## config.mk

```make
export PLATFORM = sky130hd
export DESIGN_NAME = multicycle_control_unit
export DESIGN_NICKNAME = d
export VERILOG_FILES = /design/src/rtl/uc_pkg.sv /design/src/rtl/instr_decoder.sv /design/src/rtl/multicycle_control_unit.sv
export SDC_FILE = /design/constraint.sdc
export NUM_CORES = 1
export LEC_CHECK = 0
export ABC_AREA = 1
export CORE_MARGIN = 8
export CORE_UTILIZATION = 55
export DETAILED_ROUTE_END_ITERATION = 10
export PLACE_DENSITY_LB_ADDON = 0.05
export SLEW_MARGIN = 10
export SYNTH_ARGS = -nofsm -noshare
export SYNTH_HDL_FRONTEND = slang
export SYNTH_SLANG_ARGS = --single-unit
```

## constraint.sdc

```tcl
create_clock -name clk -period 3.6 [get_ports clk]
set_clock_uncertainty 0.05 [all_clocks]
set_input_delay 0.36 -clock clk [delete_from_list [all_inputs] [get_ports clk]]
set_output_delay 0.36 -clock clk [all_outputs]
set_load 0.01 [all_outputs]
```

## src/rtl/uc_pkg.sv

```systemverilog
// -----------------------------------------------------------------------------
// uc_pkg
// Shared definitions for the multicycle control unit: RV32-style opcode
// constants, the sequencer state encoding, datapath source-select and
// branch-flag-select codes, and the control bundle that the decoder produces
// and the sequencer holds for the duration of one instruction.
// -----------------------------------------------------------------------------
package uc_pkg;

  // Major opcodes (instruction[6:0])
  localparam logic [6:0] OPC_R      = 7'b0110011;
  localparam logic [6:0] OPC_IALU   = 7'b0010011;
  localparam logic [6:0] OPC_LOAD   = 7'b0000011;
  localparam logic [6:0] OPC_STORE  = 7'b0100011;
  localparam logic [6:0] OPC_BRANCH = 7'b1100011;
  localparam logic [6:0] OPC_JAL    = 7'b1101111;
  localparam logic [6:0] OPC_JALR   = 7'b1100111;
  localparam logic [6:0] OPC_AUIPC  = 7'b0010111;
  localparam logic [6:0] OPC_SYSTEM = 7'b1110011;

  // Sequencer states
  typedef enum logic [2:0] {
    ST_IDLE   = 3'd0,
    ST_FETCH  = 3'd1,
    ST_DECODE = 3'd2,
    ST_EXEC   = 3'd3,
    ST_MEM    = 3'd4,
    ST_WB     = 3'd5,
    ST_HALT   = 3'd6
  } state_e;

  // Datapath source select (OP_MEM_I)
  localparam logic [1:0] OMI_RS1_RS2 = 2'b00;  // rs1 +/- rs2
  localparam logic [1:0] OMI_RS1_IMM = 2'b01;  // rs1 + imm
  localparam logic [1:0] OMI_LOAD    = 2'b10;  // load data
  localparam logic [1:0] OMI_STORE   = 2'b11;  // store address

  // Branch flag mux select codes
  localparam logic [2:0] FLAG_SEL_EQ   = 3'd0;
  localparam logic [2:0] FLAG_SEL_NE   = 3'd1;
  localparam logic [2:0] FLAG_SEL_LT   = 3'd2;
  localparam logic [2:0] FLAG_SEL_GE   = 3'd3;
  localparam logic [2:0] FLAG_SEL_LTU  = 3'd4;
  localparam logic [2:0] FLAG_SEL_GEU  = 3'd5;
  localparam logic [2:0] FLAG_SEL_NONE = 3'b111;  // flag mux returns 0

  // Select bundle held stable from DECODE through WB
  typedef struct packed {
    logic [1:0] op_mem_i;
    logic       add_sub;
    logic       jal;
    logic       jalr;
    logic       auipc;
    logic [2:0] select_flags;
  } ctrl_t;

  // Quiescent bundle: add, no jump, no branch
  localparam ctrl_t CTRL_IDLE = '{
    op_mem_i:     OMI_RS1_RS2,
    add_sub:      1'b0,
    jal:          1'b0,
    jalr:         1'b0,
    auipc:        1'b0,
    select_flags: FLAG_SEL_NONE
  };

  // Branch funct3 -> {supported, flag select}. 010/011 have no branch form.
  function automatic logic [3:0] branch_flag_sel(input logic [2:0] funct3);
    logic [3:0] res;
    case (funct3)
      3'b000:  res = {1'b1, FLAG_SEL_EQ};
      3'b001:  res = {1'b1, FLAG_SEL_NE};
      3'b100:  res = {1'b1, FLAG_SEL_LT};
      3'b101:  res = {1'b1, FLAG_SEL_GE};
      3'b110:  res = {1'b1, FLAG_SEL_LTU};
      3'b111:  res = {1'b1, FLAG_SEL_GEU};
      default: res = {1'b0, FLAG_SEL_NONE};
    endcase
    return res;
  endfunction

endpackage

```

## src/rtl/instr_decoder.sv

```systemverilog
// -----------------------------------------------------------------------------
// instr_decoder
// Purely combinational decode of the registered instruction fields into the
// datapath select bundle plus the sequencing attributes the FSM needs.
//
// Ports:
//   opcode_i     instruction[6:0]
//   funct3_i     instruction[14:12]
//   funct7_5_i   instruction[30]
//   ctrl_o       select bundle (CTRL_IDLE when the instruction is not legal)
//   legal_o      instruction is supported by this control unit
//   is_mem_o     load or store: sequence goes through MEM
//   is_store_o   store: WE_mem in MEM, no register writeback
//   writes_reg_o register file is written in WB
// -----------------------------------------------------------------------------
module instr_decoder
  import uc_pkg::*;
(
  input  logic [6:0] opcode_i,
  input  logic [2:0] funct3_i,
  input  logic       funct7_5_i,
  output ctrl_t      ctrl_o,
  output logic       legal_o,
  output logic       is_mem_o,
  output logic       is_store_o,
  output logic       writes_reg_o
);

  logic [3:0] br_sel;

  always_comb begin
    ctrl_o       = CTRL_IDLE;
    legal_o      = 1'b0;
    is_mem_o     = 1'b0;
    is_store_o   = 1'b0;
    writes_reg_o = 1'b0;
    br_sel       = branch_flag_sel(funct3_i);

    case (opcode_i)
      OPC_R: begin
        // Only ADD/SUB are implemented
        if (funct3_i == 3'b000) begin
          legal_o         = 1'b1;
          writes_reg_o    = 1'b1;
          ctrl_o.op_mem_i = OMI_RS1_RS2;
          ctrl_o.add_sub  = funct7_5_i;
        end
      end
      OPC_IALU: begin
        // Only ADDI is implemented
        if (funct3_i == 3'b000) begin
          legal_o         = 1'b1;
          writes_reg_o    = 1'b1;
          ctrl_o.op_mem_i = OMI_RS1_IMM;
        end
      end
      OPC_LOAD: begin
        legal_o         = 1'b1;
        is_mem_o        = 1'b1;
        writes_reg_o    = 1'b1;
        ctrl_o.op_mem_i = OMI_LOAD;
      end
      OPC_STORE: begin
        legal_o         = 1'b1;
        is_mem_o        = 1'b1;
        is_store_o      = 1'b1;
        ctrl_o.op_mem_i = OMI_STORE;
      end
      OPC_BRANCH: begin
        // Compare is done as rs1 - rs2; the flag mux picks the condition
        if (br_sel[3]) begin
          legal_o             = 1'b1;
          ctrl_o.op_mem_i     = OMI_RS1_RS2;
          ctrl_o.add_sub      = 1'b1;
          ctrl_o.select_flags = br_sel[2:0];
        end
      end
      OPC_JAL: begin
        legal_o      = 1'b1;
        writes_reg_o = 1'b1;
        ctrl_o.jal   = 1'b1;
      end
      OPC_JALR: begin
        legal_o      = 1'b1;
        writes_reg_o = 1'b1;
        ctrl_o.jalr  = 1'b1;
      end
      OPC_AUIPC: begin
        legal_o      = 1'b1;
        writes_reg_o = 1'b1;
        ctrl_o.auipc = 1'b1;
      end
      // SYSTEM, LUI and everything else stop the machine
      default: ;
    endcase
  end

endmodule

```

## src/rtl/multicycle_control_unit.sv

```systemverilog
// -----------------------------------------------------------------------------
// multicycle_control_unit
// Sequences one instruction at a time through FETCH/DECODE/EXEC/[MEM]/WB and
// drives every strobe and select of the fetch/decode/execute datapath.
// Selects come straight from the decoder during DECODE and from the latched
// bundle in EXEC..WB, so they are stable from DECODE to the end of WB.
//
// Ports:
//   clk          rising-edge clock (datapath IR loads on the falling edge)
//   reset        asynchronous, active-low reset
//   start        level; leaves IDLE when high
//   stall        freezes the FSM and masks all strobes (ignored in IDLE/HALT)
//   opcode       IR[6:0]
//   funct3       IR[14:12]
//   funct7_5     IR[30]
//   IR_load      instruction register load strobe (FETCH)
//   PC_load      program counter load strobe (WB)
//   WE_reg       register file write strobe (WB)
//   WE_mem       data memory write strobe (MEM of a store)
//   OP_MEM_I     datapath source select
//   ADD_SUB      0 add, 1 subtract
//   JAL/JALR     jump selects
//   AUIPC        PC+imm writeback select
//   select_flags branch flag mux select (FLAG_SEL_NONE = no branch)
//   busy         FSM is in FETCH..WB
//   halted       sticky, machine is in HALT
//   illegal      sticky, halt was caused by an unsupported instruction
//   instret      retired instruction count (wraps)
// -----------------------------------------------------------------------------
module multicycle_control_unit
  import uc_pkg::*;
#(
  parameter int INSTRET_W = 32
) (
  input  logic                 clk,
  input  logic                 reset,
  input  logic                 start,
  input  logic                 stall,
  input  logic [6:0]           opcode,
  input  logic [2:0]           funct3,
  input  logic                 funct7_5,
  output logic                 IR_load,
  output logic                 PC_load,
  output logic                 WE_reg,
  output logic                 WE_mem,
  output logic [1:0]           OP_MEM_I,
  output logic                 ADD_SUB,
  output logic                 JAL,
  output logic                 JALR,
  output logic                 AUIPC,
  output logic [2:0]           select_flags,
  output logic                 busy,
  output logic                 halted,
  output logic                 illegal,
  output logic [INSTRET_W-1:0] instret
);

  state_e state_q, state_d;

  ctrl_t dec_ctrl;
  logic  dec_legal, dec_is_mem, dec_is_store, dec_writes_reg;

  ctrl_t ctrl_q, ctrl_d;
  logic  is_mem_q, is_mem_d;
  logic  is_store_q, is_store_d;
  logic  writes_reg_q, writes_reg_d;
  logic  halted_q, halted_d;
  logic  illegal_q, illegal_d;
  logic [INSTRET_W-1:0] instret_q, instret_d;

  ctrl_t sel;
  logic  decode_done;
  logic  retire;

  instr_decoder u_dec (
    .opcode_i     (opcode),
    .funct3_i     (funct3),
    .funct7_5_i   (funct7_5),
    .ctrl_o       (dec_ctrl),
    .legal_o      (dec_legal),
    .is_mem_o     (dec_is_mem),
    .is_store_o   (dec_is_store),
    .writes_reg_o (dec_writes_reg)
  );

  // DECODE completes on the first unstalled cycle; WB likewise retires
  assign decode_done = (state_q == ST_DECODE) && !stall;
  assign retire      = (state_q == ST_WB) && !stall;

  // ---------------------------------------------------------------------------
  // FSM: state register
  // ---------------------------------------------------------------------------
  always_ff @(posedge clk or negedge reset) begin
    if (!reset) begin
      state_q <= ST_IDLE;
    end else begin
      state_q <= state_d;
    end
  end

  // ---------------------------------------------------------------------------
  // FSM: next-state logic
  // ---------------------------------------------------------------------------
  always_comb begin
    state_d = state_q;
    case (state_q)
      ST_IDLE:   if (start) state_d = ST_FETCH;
      ST_FETCH:  if (!stall) state_d = ST_DECODE;
      ST_DECODE: if (!stall) state_d = dec_legal ? ST_EXEC : ST_HALT;
      ST_EXEC:   if (!stall) state_d = is_mem_q ? ST_MEM : ST_WB;
      ST_MEM:    if (!stall) state_d = ST_WB;
      ST_WB:     if (!stall) state_d = ST_FETCH;
      ST_HALT:   state_d = ST_HALT;  // only reset leaves HALT
      default:   state_d = ST_IDLE;
    endcase
  end

  // ---------------------------------------------------------------------------
  // FSM: outputs. Strobes are masked by stall so a held strobe fires exactly
  // once, on the cycle stall drops.
  // ---------------------------------------------------------------------------
  always_comb begin
    IR_load = 1'b0;
    PC_load = 1'b0;
    WE_reg  = 1'b0;
    WE_mem  = 1'b0;
    sel     = CTRL_IDLE;
    case (state_q)
      ST_FETCH:  IR_load = !stall;
      ST_DECODE: sel = dec_ctrl;
      ST_EXEC:   sel = ctrl_q;
      ST_MEM: begin
        sel    = ctrl_q;
        WE_mem = is_store_q && !stall;
      end
      ST_WB: begin
        sel     = ctrl_q;
        PC_load = !stall;
        WE_reg  = writes_reg_q && !stall;
      end
      default: ;
    endcase
  end

  assign OP_MEM_I     = sel.op_mem_i;
  assign ADD_SUB      = sel.add_sub;
  assign JAL          = sel.jal;
  assign JALR         = sel.jalr;
  assign AUIPC        = sel.auipc;
  assign select_flags = sel.select_flags;

  assign busy    = (state_q != ST_IDLE) && (state_q != ST_HALT);
  assign halted  = halted_q;
  assign illegal = illegal_q;
  assign instret = instret_q;

  // ---------------------------------------------------------------------------
  // Instruction bundle, sticky halt flags and retire counter
  // ---------------------------------------------------------------------------
  always_comb begin
    ctrl_d       = ctrl_q;
    is_mem_d     = is_mem_q;
    is_store_d   = is_store_q;
    writes_reg_d = writes_reg_q;
    halted_d     = halted_q;
    illegal_d    = illegal_q;
    instret_d    = instret_q;

    if (decode_done) begin
      ctrl_d       = dec_ctrl;
      is_mem_d     = dec_is_mem;
      is_store_d   = dec_is_store;
      writes_reg_d = dec_writes_reg;
      if (!dec_legal) begin
        // ECALL/EBREAK is a clean stop; anything else is flagged
        halted_d  = 1'b1;
        illegal_d = (opcode != OPC_SYSTEM);
      end
    end

    if (retire) begin
      instret_d = instret_q + INSTRET_W'(1);
    end
  end

  always_ff @(posedge clk or negedge reset) begin
    if (!reset) begin
      ctrl_q       <= CTRL_IDLE;
      is_mem_q     <= 1'b0;
      is_store_q   <= 1'b0;
      writes_reg_q <= 1'b0;
      halted_q     <= 1'b0;
      illegal_q    <= 1'b0;
      instret_q    <= '0;
    end else begin
      ctrl_q       <= ctrl_d;
      is_mem_q     <= is_mem_d;
      is_store_q   <= is_store_d;
      writes_reg_q <= writes_reg_d;
      halted_q     <= halted_d;
      illegal_q    <= illegal_d;
      instret_q    <= instret_d;
    end
  end

endmodule

```

# [After elaboration in Yosys (flattened, before gate mapping)]
# Cells that the tools add are included.
[op_classes] n_shift=0 multipliers=0 div_mod_pow=0 bitwise_logic=1 n_lt_le_gt_ge=0 eq_ne=27 n_reduce_logical=16 muxes=31 n_addsub=1
[op_table] cell="adder 32 x 1 -> 32 bit, second input constant" count=1
[op_table] cell="2-to-1 mux 3 bit" count=9
[op_table] cell="case mux 4 bit (6 select lines)" count=1
[op_table] cell="== test 3 bit, second input constant" count=7
[op_table] cell="== test 7 bit, second input constant" count=3
[op_table] cell="case mux 3 bit (7 select lines)" count=1
[op_table] cell="case mux 9 bit (2 select lines)" count=1
[op_table] cell="2-to-1 mux 1 bit" count=15
[op_table] cell="== test 7 x 5 -> 1 bit, second input constant" count=2
[op_table] cell="== test 7 x 6 -> 1 bit, second input constant" count=2
[op_table] cell="!= test 2 bit, second input constant" count=6
[op_table] cell="case mux 2 bit (5 select lines)" count=1
[op_table] cell="== test 7 x 2 -> 1 bit, second input constant" count=1
[op_table] cell="!= test 7 bit, second input constant" count=1
[op_table] cell="== test 3 x 1 -> 1 bit, second input constant" count=2
[op_table] cell="== test 3 x 2 -> 1 bit, second input constant" count=2
[op_table] cell="zero test 3 bit" count=2
[op_table] cell="AND reduction 6 bit" count=1
[op_table] cell="logical AND 1 bit" count=5
[op_table] cell="OR reduction 5 bit" count=1
[op_table] cell="case mux 1 bit (2 select lines)" count=2
[op_table] cell="OR reduction 2 bit" count=2
[op_table] cell="OR reduction 4 bit" count=1
[op_table] cell="!= test 3 bit, second input constant" count=1
[op_table] cell="6 further kinds" count=6
[word_totals] latch_bits=0 ram_bits=0 mem_bits_ro=0 memories=0 in_bits=15 regBits=49

# [Depth between registers and ports, before layout]
# Gate-level depths: netlist of run 1.
[logic_depth] depth_word=7 ltp_mapped=11

# [By module]
# From an unflattened synthesis of run 1, not the netlist that was laid out.
[hier_totals] hier_cells=398 area_unflattened_um2=2931.6
[modules_own_cells] module="multicycle_control_unit" cells_each=347 area_per_inst_um2=2673.8 seq_area_each_um2=1229.9 n_inst=1
[modules_own_cells] module="instr_decoder" cells_each=51 area_per_inst_um2=257.7 seq_area_each_um2=0.0 n_inst=1

# [Worst setup path before layout of run 1]
# OpenSTA, ideal clock, no wires.
[synth_path] path_kind="reg-to-output" startpoint="reg state_q[2]" endpoint="out select_flags[1]" arrival_time_ns=1.320 slack_ns=1.870 required_ns=3.190 path_stages_with_launch=8 path_buffers=1 path_cell_list="dfrtp_1 inv_2 nand2_1 nor2_1 clkbuf_1 nor2_2 a21oi_1 o21ai_0"
[synth_between] elab_chain_cells=3 word_cells_on_any_way=6
[synth_lines] element="start, declared" line_no="multicycle_control_unit.sv:58" text="state_e state_q, state_d;"
[synth_lines] element="start signal, assigned" line_no="multicycle_control_unit.sv:97" text="state_q <= state_d;"
[synth_lines] element="== test 3 bit or == test 3 x 2 -> 1 bit (tied branches)" line_no="multicycle_control_unit.sv:128" text="case (state_q)"
[synth_lines] element="OR reduction 3 bit (no source line)"
[synth_lines] element="case mux 9 bit (2 select lines) *" line_no="multicycle_control_unit.sv:128"
[synth_lines] element="end, declared" line_no="multicycle_control_unit.sv:51" text="output logic [2:0] select_flags,"
# Every way passes the cells marked *; elsewhere a longest branch is shown, timed or not.

# [Final worst setup path of run 1]
[layout_path] startpoint="reg state_q[2]" endpoint="out JAL"
[layout_between] elab_chain_cells=3 word_cells_on_any_way=6
[layout_lines] element="== test 3 bit or == test 3 x 2 -> 1 bit (tied branches)" line_no="multicycle_control_unit.sv:128"
[layout_lines] element="OR reduction 3 bit (no source line)"
[layout_lines] element="case mux 9 bit (2 select lines) *" line_no="multicycle_control_unit.sv:128"
[layout_lines] element="end, declared" line_no="multicycle_control_unit.sv:48" text="output logic JAL,"
# Marked as above.

==> results of run 1 <==
## layer usage
metal,vias to the layer above,track usage
li1,1520,-
met1,1382,0.207
met2,93,0.353
met3,26,0.0499
met4,0,0.101
met5,-,0
## critical path, stage by stage (launching register included)
cell and delay (ns):
dfrtp_1 0.47, inv_2 0.13, nand2_1 0.06, nor2_1 0.56, inv_1 0.21, o21ai_0 0.22
clkdlybuf4s50_1 0.57
## report_power, final
part | leakage [uW] | switching, uW | total (uW) | internal (uW)
clock network | 0.0000455 | 185 | 342 | 157
registers | 0.000613 | 132 | 820 | 689
logic | 0.00104 | 459 | 834 | 375
total | 0.00170 | 776 | 2000 | 1220
## sequential cells by signal (all words and copies together), names as in the netlist
name	count
illegal	1
ctrl_q	9
instret	32
is_store_q	1
writes_reg_q	1
is_mem_q	1
state_q	3
halted	1
## synthesized netlist by cell type, types with 2 or more instances
library cell,n,share of area
buf_2,2,0.0033
nand3_1,22,0.036
inv_2,3,0.0037
nand2_2,2,0.0041
nand3b_1,4,0.0098
dfrtp_1,46,0.38
xor2_1,15,0.043
nand4_1,6,0.012
nor2_2,5,0.010
o211ai_1,2,0.0049
clkbuf_1,3,0.0037
nor2_4,3,0.011
xnor2_1,3,0.0086
a21oi_1,6,0.0098
o21ai_0,32,0.052
nand2_1,152,0.19
dfstp_2,3,0.026
nor3_1,14,0.023
inv_1,55,0.068
nor2_1,51,0.063
nor3_2,5,0.016
## cell type report
| class | count | area, um2 |
|---|---|---|
| Clock buffer | 8 | 90.1 |
| Fill cell | 491 | 1600 |
| Inverter | 58 | 218 |
| Multi-Input combinational cell | 330 | 1580 |
| Sequential cell | 49 | 1230 |
| Tap cell | 72 | 90.1 |
| Timing Repair Buffer | 63 | 626 |
## cells by family after synthesis
group	after synthesis
buf+inv	63
fa+ha+maj	1
compound gates	44
xor+xnor	18
flops	49
simple gates	267
## per-stage QoR
step | utilization | total power, uW | instance area [um2] | hold WS, ns
global route | 0.705 | 2140 | 3840 | 0.0750
CTS | 0.705 | 2020 | 3830 | 0.240
detailed placement | 0.688 | 1670 | 3740 | 0.410
finish | 0.705 | 2000 | 3840 | 0.0128
floorplan | - | 1270 | 3050 | 0.0144
global placement | 0.688 | 1650 | 3740 | 0.406
## path summary, 6_finish.rpt
path                          endpoint  slack, ns  cells after the start
min reg2reg                  ctrl_q[0]       0.42                      2
max reg2reg                    illegal       1.28                      8
max in group asynchronous  instret[29]       3.06                      1
min in group clk             ctrl_q[0]       0.42                      2
max                                JAL       0.67                      6
min                         instret[9]       0.01                      1
==> impl_metrics.toml, run 1 <==
[global_route]
grt_max_degree = 50
grt-ovfl-total = 0
grt_pass1_wl_um = 13600
grt_pass1_vias = 3082
antenna_found_initial = 0
grt_use_total = 0.197

[synthesis]
synth.yosys.seq_area_share = 0.403
ys_warn_count = 0
synthArstFlopShare = 1.00
synth_simple_gate_area_frac = 0.386
postSynthCellCount = 442
synth_top_family_by_area = "simple AND/OR/NAND/NOR gates"
ys_types = 29
synthesis.nets = 458
synth_ff_type = "dfrtp_1"
synth-adder-area-share = 0.00410
synth_xor_area_frac = 0.0517
avgSynthCellArea_um2 = 6.90
synthMuxAreaShare = 0
netlist_area_um2 = 3050
synth-seq-cells = 49
synth_compound_area_frac = 0.0771
synth_edf_count = 0

[die]
io_pins = 63
rows = 27
start_util = 0.561
die_area_um2 = 8190
core_region_area_um2 = 5440
die_h_um = 90.5
die_x_um = 90.5

[detailed_routing]
wl_um = 7830
first_iter_violations = 92
vias_per_cell = 5.21
met3WireLength_um = 405
top_layer = "met4"
met2_length_um = 3950
firstDrtPassIters = 4
wl_met1_um = 3200
ant_nets = 0
vias = 3021
wl_per_cell_um = 13.5
drc = 0

[critical_path]
cp_data_arrival_time_ns = 2.52
critPathLaunchType = "flop"
crit_path_end_kind = "primary output"
critPathMaxFanout = 11
crit_type = "flop to primary output"
r2r_start = "state_q[2]"
crit_required_ns = 3.19
crit_start = "state_q[2]"

[clock_tree]
postCtsSetupBuffers = 0
cts-htree-levels = 2
clock_latency_ns = 0.30
cts_root_buf = "clkbuf_8"
cts-resized-gates = 0
numCtsBuffers = 5
cts_tree = "built"
ctsHoldBuffers = 0
clk_pin_slew_ns = 0.09
clockBufferDepth = 2
clock-sinks = 49

[place]
gp_congestion = 0.959
place_inst = 572
io_buffers = 62
place_ws_ns = 0.846
hpwl_um = 6140

[sta]
slew_headroom = 0.508
post-route-period-util = 0.813
period_needed_ns = 2.93
fin_ws_ns = 0.673
rsz0062_at_grt = "no"
final.setup.tns_ns = 0
hold_viol = 0
finalSetupViolCount = 0
worst_slew_pin_slew_ns = 0.735
fmaxAchievable_mhz = 342
slew_viol_final = 0

[cells_and_area]
syn2layout_area_growth_pct = 25.7
insertedDiodeCount = 0
mostFrequentLayoutCell = "nand2_1"
nets = 523
finalNonFillerCells = 580
drive_gt1_frac = 0.0630
mostFrequentLayoutCells = "nand2_1, clkdlybuf4s50_1, inv_1"

[pwr]
power_density_nw_per_um2 = 521
p_leak_uw = 0.00170
ir_drop_uv = 388

[run]
drv_cap = 0

[min_path]
hp-class = "input pin to asynchronous set/reset pin"

[outcome]
status = "finished, final reports clean"
No activity file was read; power rests on OpenSTA's default activity.
==> run 2, diff against run 1 <==
--- a/config.mk
+++ b/config.mk
@@ -7,7 +7,7 @@
 export LEC_CHECK = 0
 export ABC_AREA = 1
 export CORE_MARGIN = 8
-export CORE_UTILIZATION = 55
+export CORE_UTILIZATION = 47
 export DETAILED_ROUTE_END_ITERATION = 10
 export PLACE_DENSITY_LB_ADDON = 0.05
 export SLEW_MARGIN = 10
==> constraint.sdc (replaced) <==
create_clock -name clk -period 2.6 [get_ports clk]
set_clock_uncertainty 0.05 [all_clocks]
set_input_delay 0.26 -clock clk [delete_from_list [all_inputs] [get_ports clk]]
set_output_delay 0.26 -clock clk [all_outputs]
set_load 0.01 [all_outputs]
==> impl_metrics.toml, run 2 (same netlist as run 1, synthesis figures left out) <==
[outcome]
status = "finished, violations left"
violations = "hold timing"

[pwr]
switching_share = 0.383
pwr-share-seq = 0.400
p_int_uw = 1760
ir_drop_uv = 525
switching_power_uw = 1090
p_leak_uw = 0.00177
power_density_nw_per_um2 = 729
power_frac_comb = 0.426
p_clk_frac = 0.174

[sta]
whs_ns = -0.000249
post-route-period-util = 0.937
worst_slew_pin_slew_ns = 0.630
hold_viol = 2
rsz0062_at_grt = "no"
slew_headroom = 0.580
slew_viol_final = 0
finalSetupViolCount = 0
final.setup.tns_ns = 0
period_needed_ns = 2.44
fmaxAchievable_mhz = 411

[die]
rows = 29
die_x_um = 96.6
io_pins = 63
core_region_area_um2 = 6310
die_h_um = 96.6
die_area_um2 = 9330
start_util = 0.483

[critical_path]
regToRegEndpoint = "illegal"
r2r_start = "state_q[2]"
cp_data_arrival_time_ns = 2.13
r2r_cells = 9
crit_start = "state_q[0]"
crit_required_ns = 2.29
critPathLaunchType = "flop"
crit_end = "OP_MEM_I[0]"
r2r_slack_ns = 0.76
crit_path_end_kind = "primary output"
crit_type = "flop to primary output"
critPathMaxFanout = 8

[cells_and_area]
mostFrequentLayoutCell = "nand2_1"
largest_reg_flops = 32
finalNonFillerCells = 590
mostFrequentLayoutCells = "nand2_1, clkdlybuf4s50_1, inv_1"
nets = 528
insertedDiodeCount = 0
drive_gt1_frac = 0.0838
syn2layout_area_growth_pct = 28.2

[clock_tree]
numCtsBuffers = 5
clk_pin_slew_ns = 0.09
cts_root_buf = "clkbuf_8"
cts_tree = "built"
cts-htree-levels = 2
clock_latency_ns = 0.30
clock-sinks = 49
ctsHoldBuffers = 0
clockBufferDepth = 2

[global_route]
grt-ovfl-total = 0
grt_use_total = 0.180
grt_pass1_vias = 2921
grt_pass1_wl_um = 13200
antenna_found_initial = 0
grt_max_degree = 50

[detailed_routing]
wl_um = 7930
drc = 0
vias = 2956
firstDrtPassIters = 4
wl_per_cell_um = 13.4
vias_per_cell = 5.01
ant_nets = 0
first_iter_violations = 129

[run]
drv_cap = 0

[place]
gp_congestion = 0.932
io_buffers = 62
place_inst = 580
hpwl_um = 6210

[min_path]
hp-class = "input pin to asynchronous set/reset pin"
## run 2: metal layers
metal	track usage	vias up	share of wire
met5	0	-	0
li1	-	1530	-
met1	0.204	1338	0.43
met4	0.0593	0	0.020
met2	0.329	74	0.51
met3	0.0348	14	0.045
## run 2: stage by stage
stage	setup WS, ns	cell area [um2]	total power, uW	hold slack (ns)	utilization
floorplan	0.953	3050	1760	-0.0856	-
global placement	0.165	3770	2310	0.355	0.598
detailed placement	0.142	3770	2330	0.357	0.598
CTS	0.0364	3880	2850	0.0276	0.615
global route	0.0420	3910	3070	0.0541	0.620
finish	0.165	3910	2850	-0.000249	0.620
## run 2: worst min-delay path by stage
| stage | cells past startpoint | slack, ns | startpoint | endpoint |
|---|---|---|---|---|
| 6_report | 2 | -0.0002 | reset | instret[8] |
| 5_1_grt | 2 | 0.05 | reset | instret[9] |
| 4_1_cts | 2 | 0.03 | reset | instret[13] |
| 3_5_place_dp | 2 | 0.36 | reset | instret[13] |
| 3_3_place_gp | 2 | 0.35 | reset | instret[13] |
| 2_1_floorplan | 0 | -0.09 | reset | ctrl_q[3] |
## run 2: area by class of cell
type / count / area [um2]
inverter: 58 / 218
timing repair buffer: 68 / 668
clock buffer: 7 / 96.3
sequential: 49 / 1230
fill: 596 / 2400
clock inverter: 1 / 5.00
multi-input combinational: 330 / 1600
tap: 77 / 96.3
## run 2: critical path: stages, from the launching register on
cell	delay (ns)
dfrtp_2	0.48
nor2_2	0.15
nand2_1	0.09
nand2_1	0.13
nor2_4	0.06
buf_4	0.15
o21ai_0	0.20
clkdlybuf4s50_1	0.58
## run 2: power groups by stage
stage	logic [uW]	clock network [uW]	registers, uW
floorplan	623	0	1140
global placement	1160	0	1140
detailed placement	1180	0	1150
CTS	1190	514	1140
global route	1360	549	1170
finish	1210	495	1140
## run 2: what timing repair did
action / CTS / global route
endpoints found under the setup margin: 3 / 4
setup buffers: 0 / 2
gates resized for setup: 3 / 6
pin swaps: 0 / 1
==> run 3, diff against run 2 <==
--- a/config.mk
+++ b/config.mk
@@ -9,7 +9,7 @@
 export CORE_MARGIN = 8
 export CORE_UTILIZATION = 47
 export DETAILED_ROUTE_END_ITERATION = 10
-export PLACE_DENSITY_LB_ADDON = 0.05
+export PLACE_DENSITY = 0.77
 export SLEW_MARGIN = 10
 export SYNTH_ARGS = -nofsm -noshare
 export SYNTH_HDL_FRONTEND = slang
==> impl_metrics.toml, run 3 (same netlist as run 1, synthesis figures left out) <==
[min_path]
worstHoldStart = "ctrl_q[0]"
hp-class = "flop to flop"

[sta]
worst_slew_pin_slew_ns = 0.555
post-route-period-util = 0.952
slew_viol_final = 0
finalSetupViolCount = 0
rsz0062_at_grt = "no"
hold_viol = 0
period_needed_ns = 2.48
final.setup.tns_ns = 0
fmaxAchievable_mhz = 404
fin_ws_ns = 0.124
slew_headroom = 0.630

[detailed_routing]
drc = 0
ant_nets = 0
firstDrtPassIters = 5
wl_per_cell_um = 13.3
vias_per_cell = 5.11
vias = 3018
first_iter_violations = 155
wl_um = 7880

[clock_tree]
cts_root_buf = "clkbuf_8"
clock_latency_ns = 0.29
cts-htree-levels = 2
numCtsBuffers = 5
clockBufferDepth = 2
cts_tree = "built"
clock-sinks = 49
clk_pin_slew_ns = 0.09

[critical_path]
crit_type = "flop to primary output"
critPathLaunchType = "flop"
cp_data_arrival_time_ns = 2.17
critPathMaxFanout = 5
r2r_start = "state_q[1]"
crit_required_ns = 2.29
crit_start = "state_q[1]"
crit_path_end_kind = "primary output"

[cells_and_area]
mostFrequentLayoutCell = "nand2_1"
multi_input_area_um2 = 1600
drive_gt1_frac = 0.0817
final_util = 0.621
nets = 529
largest_reg_flops = 32
seqCellArea_um2 = 1230
insertedDiodeCount = 0
finalNonFillerCells = 591
syn2layout_area_growth_pct = 28.5
nFillCells = 570
mostFrequentLayoutCells = "nand2_1, clkdlybuf4s50_1, inv_1"

[die]
core_region_area_um2 = 6310
die_x_um = 96.6
die_h_um = 96.6
rows = 29
die_area_um2 = 9330
io_pins = 63
start_util = 0.483

[pwr]
p_leak_uw = 0.00177
ir_drop_uv = 488
power_uw = 2850
switching_share = 0.385
pwr-share-seq = 0.401
p_clk_frac = 0.173
switching_power_uw = 1100
power_frac_comb = 0.426
p_int_uw = 1750
power_density_nw_per_um2 = 727

[global_route]
grt-ovfl-total = 0
antenna_found_initial = 0
grt_use_total = 0.179
grt_pass1_vias = 2910
grt_max_degree = 27
grt_pass1_wl_um = 13400

[place]
io_buffers = 62
hpwl_um = 6260
place_inst = 580
place_ws_ns = 0.163
gp_congestion = 0.909

[run]
drv_cap = 0

[outcome]
status = "finished, final reports clean"
[run 3: power by group through the flow]
stage | logic, uW | clock network, uW | registers, uW
after floorplan | 623 | 0 | 1140
after global placement | 1170 | 0 | 1140
after detailed placement | 1180 | 0 | 1150
after CTS | 1200 | 512 | 1140
after global routing | 1360 | 533 | 1170
final | 1210 | 493 | 1140
[run 3: cell type report]
class                           instances  area share
Timing Repair Buffer                   69       0.173
Sequential cell                        49       0.314
Tap cell                               77      0.0246
Inverter                               58      0.0555
Multi-Input combinational cell        330       0.407
Clock inverter                          1     0.00128
Clock buffer                            7      0.0246
[run 3: per-layer routing]
metal,up-vias,part of all wire,track usage
li1,1534,-,-
met3,12,0.059,0.0348
met4,0,0.016,0.0530
met5,-,0,0
met2,86,0.47,0.302
met1,1386,0.45,0.228
[run 3: worst max-delay path, cell delays in order (launching register included)]
cell and delay [ns]:
dfrtp_1 0.43, inv_1 0.18, nand3_1 0.13, nand2_1 0.15, nor2_4 0.06, buf_4 0.14, o21ai_0 0.18, clkdlybuf4s50_1 0.58
[run 3: through the flow]
step | cell area (um2) | hold slack, ns
2_1_floorplan | 3050 | -0.0856
3_3_place_gp | 3770 | 0.221
3_5_place_dp | 3770 | 0.238
4_1_cts | 3890 | 0.424
5_1_grt | 3920 | 0.435
6_report | 3920 | 0.423
[run 3: path summary, 6_finish.rpt]
check,end,slack (ns),cells past startpoint
hold / removal,ctrl_q[0],0.42,2
setup / recovery,OP_MEM_I[1],0.12,7
min in group asynchronous,instret[7],0.43,2
hold reg to reg,ctrl_q[0],0.42,2
setup reg to reg,instret[20],0.74,7
max in group asynchronous,ctrl_q[0],1.28,3
[run 3: repair_timing]
action	in CTS	in global routing
buffers inserted	0	2
endpoints found under the hold margin	23	0
hold buffers	1	0
pin swaps	0	1
setup endpoints to repair	3	4
resized for setup	3	5
